File: src/rtl/prga_decrypt.sv
// RC4 keystream generator and decryptor: walks i/j over the shared S RAM, XORs each keystream byte with the ciphertext.
// Optional PRGA_ASCII_CHECK_EN: abort on the first plaintext byte outside {space, a..z} and flag key_bad.
module prga_decrypt #(
    parameter int MSG_LEN = 32,
    parameter int ADDR_W  = 5
) (
    input  logic              clk,
    input  logic              rst,
    input  logic              start,
    output logic              done,
    output logic              key_bad,
    output logic [7:0]        s_addr,
    output logic [7:0]        s_wrdata,
    output logic              s_wren,
    input  logic [7:0]        s_rddata,
    output logic [ADDR_W-1:0] ct_addr,
    input  logic [7:0]        ct_rddata,
    output logic [ADDR_W-1:0] pt_addr,
    output logic [7:0]        pt_wrdata,
    output logic              pt_wren
);

    typedef enum logic [3:0] {
        ST_IDLE,
        ST_INC_I,
        ST_RD_I,
        ST_LD_I,
        ST_RD_J,
        ST_LD_J,
        ST_WR_I,
        ST_WR_J,
        ST_RD_F,
        ST_LD_F,
        ST_DONE
    } state_t;

    localparam logic [ADDR_W-1:0] K_LAST = ADDR_W'(MSG_LEN - 1);

    state_t            state_reg;
    logic [7:0]        i_reg;
    logic [7:0]        j_reg;
    logic [7:0]        si_reg;
    logic [7:0]        sj_reg;
    logic [ADDR_W-1:0] k_reg;

    // Keystream and ciphertext bytes both arrive in LD_F, so the plaintext path is combinational.
    logic [7:0] pt_byte;
    logic       byte_ok;
    assign pt_byte   = s_rddata ^ ct_rddata;
    assign pt_wrdata = pt_wren ? pt_byte : 8'h00;

`ifdef PRGA_ASCII_CHECK_EN
    logic key_bad_reg;
    assign byte_ok = (pt_byte == 8'h20) || ((pt_byte >= 8'h61) && (pt_byte <= 8'h7a));
    assign key_bad = key_bad_reg;
`else
    assign byte_ok = 1'b1;
    assign key_bad = 1'b0;
`endif

    // Outputs are registered: each state's bus values are loaded on the transition into it.
    always_ff @(posedge clk) begin
        if (rst) begin
            state_reg <= ST_IDLE;
            i_reg     <= 8'h00;
            j_reg     <= 8'h00;
            si_reg    <= 8'h00;
            sj_reg    <= 8'h00;
            k_reg     <= '0;
            done      <= 1'b0;
            s_addr    <= 8'h00;
            s_wrdata  <= 8'h00;
            s_wren    <= 1'b0;
            ct_addr   <= '0;
            pt_addr   <= '0;
            pt_wren   <= 1'b0;
`ifdef PRGA_ASCII_CHECK_EN
            key_bad_reg <= 1'b0;
`endif
        end else begin
            s_addr   <= 8'h00;
            s_wrdata <= 8'h00;
            s_wren   <= 1'b0;
            ct_addr  <= '0;
            pt_addr  <= '0;
            pt_wren  <= 1'b0;
            case (state_reg)
                ST_IDLE, ST_DONE: begin
                    if (start) begin
                        state_reg <= ST_INC_I;
                        i_reg     <= 8'h00;
                        j_reg     <= 8'h00;
                        k_reg     <= '0;
                        done      <= 1'b0;
`ifdef PRGA_ASCII_CHECK_EN
                        key_bad_reg <= 1'b0;
`endif
                    end
                end
                ST_INC_I: begin
                    i_reg     <= i_reg + 8'd1;
                    s_addr    <= i_reg + 8'd1;
                    state_reg <= ST_RD_I;
                end
                ST_RD_I: state_reg <= ST_LD_I;
                ST_LD_I: begin
                    si_reg    <= s_rddata;
                    j_reg     <= j_reg + s_rddata;
                    s_addr    <= j_reg + s_rddata;
                    state_reg <= ST_RD_J;
                end
                ST_RD_J: state_reg <= ST_LD_J;
                ST_LD_J: begin
                    sj_reg    <= s_rddata;
                    s_addr    <= i_reg;
                    s_wrdata  <= s_rddata;
                    s_wren    <= 1'b1;
                    state_reg <= ST_WR_I;
                end
                ST_WR_I: begin
                    s_addr    <= j_reg;
                    s_wrdata  <= si_reg;
                    s_wren    <= 1'b1;
                    state_reg <= ST_WR_J;
                end
                ST_WR_J: begin
                    s_addr    <= si_reg + sj_reg;
                    ct_addr   <= k_reg;
                    state_reg <= ST_RD_F;
                end
                ST_RD_F: begin
                    pt_addr   <= k_reg;
                    pt_wren   <= 1'b1;
                    state_reg <= ST_LD_F;
                end
                ST_LD_F: begin
                    if (!byte_ok) begin
`ifdef PRGA_ASCII_CHECK_EN
                        key_bad_reg <= 1'b1;
`endif
                        done      <= 1'b1;
                        state_reg <= ST_DONE;
                    end else if (k_reg == K_LAST) begin
                        done      <= 1'b1;
                        state_reg <= ST_DONE;
                    end else begin
                        k_reg     <= k_reg + 1'b1;
                        state_reg <= ST_INC_I;
                    end
                end
                default: state_reg <= ST_IDLE;
            endcase
        end
    end

endmodule

File: config.mk
export PLATFORM = sky130hd
export DESIGN_NAME = prga_decrypt
export DESIGN_NICKNAME = d
export VERILOG_FILES = /design/src/rtl/prga_decrypt.sv
export SDC_FILE = /design/constraint.sdc
export NUM_CORES = 1
export LEC_CHECK = 0
export CAP_MARGIN = 10
export CORE_UTILIZATION = 58
export CTS_BUF_LIST = sky130_fd_sc_hd__clkbuf_4 sky130_fd_sc_hd__clkbuf_8
export CTS_CLUSTER_SIZE = 12
export DETAILED_ROUTE_END_ITERATION = 8
export PLACE_DENSITY = 0.94
export SLEW_MARGIN = 20
export SYNTH_ARGS = -nofsm -noshare
export SYNTH_HDL_FRONTEND = slang
export SYNTH_SLANG_ARGS = --single-unit
File: constraint.sdc
create_clock -name clk -period 4.41 [get_ports clk]
set_input_delay 0.441 -clock clk [delete_from_list [all_inputs] [get_ports clk]]
set_output_delay 0.441 -clock clk [all_outputs]
set_load 0.01 [all_outputs]
[After elaboration in Yosys (flattened, before gate mapping)]
Index checks and enable logic that the tools add are counted.
Operators by class
  equal/unequal tests: 14
  reduce and logical (&&, ||, !) cells: 12
  bitwise operators: 3
  $add $sub $neg: 4
  multiplexer cells: 17
Operators with widths (number)
  8-bit case mux with 2 select lines: 3
  4-bit case mux with 10 select lines: 1
  8-bit case mux with 5 select lines: 1
  8-bit adder: 2
  4-bit by 3-bit equality test with 1-bit output, second input constant: 4
  8-bit two-way mux: 2
  4-bit equality test, second input constant: 3
  5-bit two-way mux: 2
  5-bit case mux with 2 select lines: 1
  8-bit by 1-bit adder with 8-bit output, second input constant: 1
  4-bit by 2-bit equality test with 1-bit output, second input constant: 2
  4-bit two-way mux: 2
  2-bit OR reduction: 4
  8-bit XOR: 1
  2-bit inequality test, second input constant: 3
  3-bit AND reduction: 2
  2-bit nonzero test: 3
  5-bit by 1-bit adder with 5-bit output, second input constant: 1
  5-bit equality test, second input constant: 1
  4-bit by 1-bit equality test with 1-bit output, second input constant: 1
  4-bit zero test: 1
  1-bit two-way mux: 4
  2-bit AND reduction: 2
  1-bit inverter: 2
  1-bit case mux with 2 select lines: 1
Storage, ports and cells
  bits in registers: 70
  word-level logic and storage cells: 63

[Longest topological paths before layout]
  depth in word-level cells: 4
  mapped depth: 9
  mapped depth without buffers: 9

[Worst setup path before layout]
OpenSTA, ideal clock, no wires.
  path kind: input -> register
  start point: input s_rddata[0]
  end point: register j_reg[6]
  required time: 4340 ps
  path slack: 2595 ps
  path buffers: 0
  arrival time: 1745 ps
  cell stages on the path: 9
  cells stage by stage: ha_1 -> inv_1 -> fa_1 -> nor2b_1 -> o31a_1 -> o21a_1 -> nor3_1 -> nand3b_1 -> a21oi_1
Between the ends
  cells in the longest elaborated chain, start to end: 2
RTL lines
  start: declaration: RTL line 15  | input logic [7:0] s_rddata,
  8-bit adder: RTL line 108  | j_reg <= j_reg + s_rddata;
  8-bit case mux with 2 select lines: RTL line 87  | case (state_reg)
  end signal: assignment: RTL line 108
  end: declaration: RTL line 41  | logic [7:0] j_reg;
No other way between the ends.
A chain may end at the register's enable or synchronous reset.

[Worst setup path after layout]
  start point: register state_reg[0]
  end point: register i_reg[6]
Between the ends
  cells in the longest elaborated chain, start to end: 4
  elaborated cells on any way between the ends: 8
  those cells by class: eq/ne: 3; mux: 1; reduce/logical: 4
RTL lines
  start: declaration: RTL line 39  | state_t state_reg;
  start signal: assignment: RTL line 64  | state_reg <= ST_IDLE;
  start signal: assignment: RTL line 90  | state_reg <= ST_INC_I;
  start signal: assignment: RTL line 103  | state_reg <= ST_RD_I;
  4-bit equality test or 4-bit zero test (tied branches): RTL line 87
  2-bit OR reduction: RTL line 87
  2-bit inequality test (no source line) or 2-bit nonzero test (tied branches)
  2-bit AND reduction (no source line)
  end signal: assignment: RTL line 101  | i_reg <= i_reg + 8'd1;
  end: declaration: RTL line 40  | logic [7:0] i_reg;
Several ways; a longest one is shown, not always the timed one.

==> impl_metrics.toml <==
[die]
dieHeight_um = 80.1
ios = 57
die_area_mm2 = 0.00641
start_util_pct = 60.0
die_x_um = 80.1
rows = 28
core_mm2 = 0.00589

[clock_network]
clk_latency_ns = 0.36
clockBufferDepth = 2
postCtsSetupRepairBufs = 0
htree_levels = 3
cts_buffers = 9
cts_resized = 0
tritoncts = "done"
cts_sinks = 70
clk_pin_slew_ns = 0.08
cts_root_buffer = "clkbuf_8"
cts_hold_buffers = 0

[synthesis]
synth.top_cell.area_share_pct = 39.7
synth-async-reset-ratio_pct = 0
synth-edff-count = 0
yosys_warnings = 0
ys_ff_latch = 70
syn_avg_cell_area_um2 = 8.33
synth_cell_types = 49
ys_seq_area_share_pct = 39.7
syn-cell-area_mm2 = 0.00353
synth_top_area_cell = "dfxtp_1"
synth_nets = 462
syn_inst = 424
synth_area_leaders = "dfxtp_1 40%, a21oi_1 8.5%, nand2_1 7.0%"
ys.flop_type = "dfxtp_1"

[hold_path]
hp-class = "flop to flop"
min_to = "done"
hold_depth = 2
hold_start = "done"

[worst_setup_path]
r2r-start = "state_reg[0]"
cp.arrival_ns = 2.53
critPathKind = "flop to flop"
path_buf_inv = 0
start_kind = "flop"
crit_chain = "nor2b_1, nand2_1, nand2_2, o21ai_0, a22oi_1, nor2_1"
r2r_slack_ns = 2.08
required_ns = 4.61
cpLargestDelayFamily = "simple AND/OR/NAND/NOR gates"
path_max_fanout = 15
worstSetupEndpointType = "flop"
reg2reg_to = "i_reg[6]"
slowest_stage = "dfxtp_1"
slowest_delay_ns = 0.61
r2r_cells = 6

[grt]
grt_usage_pct = 29.7
grt_pass1_wl_um = 14400
grtUsageMet1_pct = 37.2
grt_max_degree = 55
antenna_found_initial = 0
grt_pass1_vias = 3051
use_met2_pct = 48.8
grt.busiest_layer = "met2"
grt_use_met3_pct = 6.02
grt_overflow = 0

[layout]
final_common_cell = "dfxtp_1"
drive_above_1_share_pct = 6.53
final-seq-area_mm2 = 0.00140
fin_nets = 508
multi_input_area_mm2 = 0.00201
instances_no_fill = 550
area_delta_synth_final_pct = 21.7
insertedDiodeCount = 0
num-fill-cells = 428
final_util_pct = 73.1
most-common-layout-cells = "70 x dfxtp_1, 66 x nand2_1, 60 x a21oi_1"

[job]
timing.max_cap.violations = 0

[sta]
period_share_pct = 52.8
finalSetupTns_ns = 0
setup_viol = 0
grt_setup_unrepaired = "no"
post-route-min-period_ns = 2.33
clock.fmax_ghz = 0.429
drv_slew = 0
worst_pin_slew_ns = 1.03
hold_viol_final = 0
slew_headroom_pct = 31.6
clock_skew_ns = 0.0106

[route]
post-route-drc-count = 0
avgRoutedWirePerCell_um = 16.5
drtAntennaViolNets = 0
drt_iter0_markers = 274
routed-via-count = 3266
drt_first_pass_iters = 5
viasPerCell = 5.94
wl_um = 9090

[place]
globalplace.congestion = 0.933
port_buffers = 55
post-place-cells = 534
hpwlAfterDp_um = 6320

[status]
outcome = "finished clean"

[power]
p_leak_nw = 1.62
peakVddDrop_mv = 0.199
power_density_mw_per_mm2 = 323
==> layer usage <==
metal	vias up	wire (um)
met2	163	4400
met5	-	0
met4	0	248
li1	1554	-
met3	28	612
met1	1521	3840
==> power breakdown <==
group / switching, W / internal, W
logic: 0.0000891 / 0.0000592
clock network: 0.000260 / 0.000320
registers: 0.0000213 / 0.000642
==> worst max path at each step <==
stage,start,to,slack (ns),depth (start not counted)
2_1_floorplan,s_rddata[0],j_reg[6],2.60,9
3_3_place_gp,s_rddata[0],j_reg[6],1.90,10
3_5_place_dp,s_rddata[0],j_reg[6],1.81,10
4_1_cts,s_rddata[3],pt_wrdata[3],2.11,4
5_1_grt,state_reg[0],i_reg[7],1.90,6
6_report,state_reg[0],i_reg[6],2.08,6
==> area by class of cell <==
class	count	area share [%]
Clock buffer	9	2.88
Clock inverter	7	2.27
Tap cell	75	2.18
Inverter	7	0.611
Multi-Input combinational cell	326	46.6
Timing Repair Buffer	56	12.9
Sequential cell	70	32.6
==> metrics by stage <==
| step | cell area, um2 | total power (W) | setup slack, ns | hold WS [ns] |
|---|---|---|---|---|
| after floorplan | 3530 | 0.000777 | 2.60 | 0.440 |
| after global placement | 4080 | 0.000814 | 1.90 | 0.445 |
| after detailed placement | 4080 | 0.000821 | 1.81 | 0.454 |
| after CTS | 4300 | 0.00139 | 2.11 | 0.466 |
| after global routing | 4300 | 0.00144 | 1.90 | 0.496 |
| final | 4300 | 0.00139 | 2.08 | 0.463 |
==> Yosys cell counts (5+ instances only) <==
master / count
inv_1: 7
a21oi_1: 60
a22oi_1: 12
nand3_1: 6
and2_1: 19
nor2b_1: 5
xor2_1: 19
nand2b_1: 6
nor3_1: 9
dfxtp_1: 70
or3_1: 5
buf_2: 9
xnor2_1: 6
clkbuf_1: 7
ha_1: 17
nand2_1: 66
o21ai_0: 12
nor2_1: 28
a31oi_1: 5
==> cells by family (layout without fill, tap and decap cells) <==
family	after synthesis	in the layout	share of synthesized area, %
AND/OR/NAND/NOR	166	166	23.8
AO/OA/AOI/OAI	113	113	18.8
flip-flops	70	70	39.7
buffers and inverters	28	79	3.72
XOR/XNOR	25	25	6.20
adder cells (fa/ha/maj)	19	19	7.15
multiplexers	2	2	0.567
other	1	1	0.106
==> tightest hold or removal path, stage by stage (launching register included) <==
cell and delay (ns):
dfxtp_1 0.32, nand2_1 0.05, a21oi_1 0.05
Power figures use the tool's default switching activity.
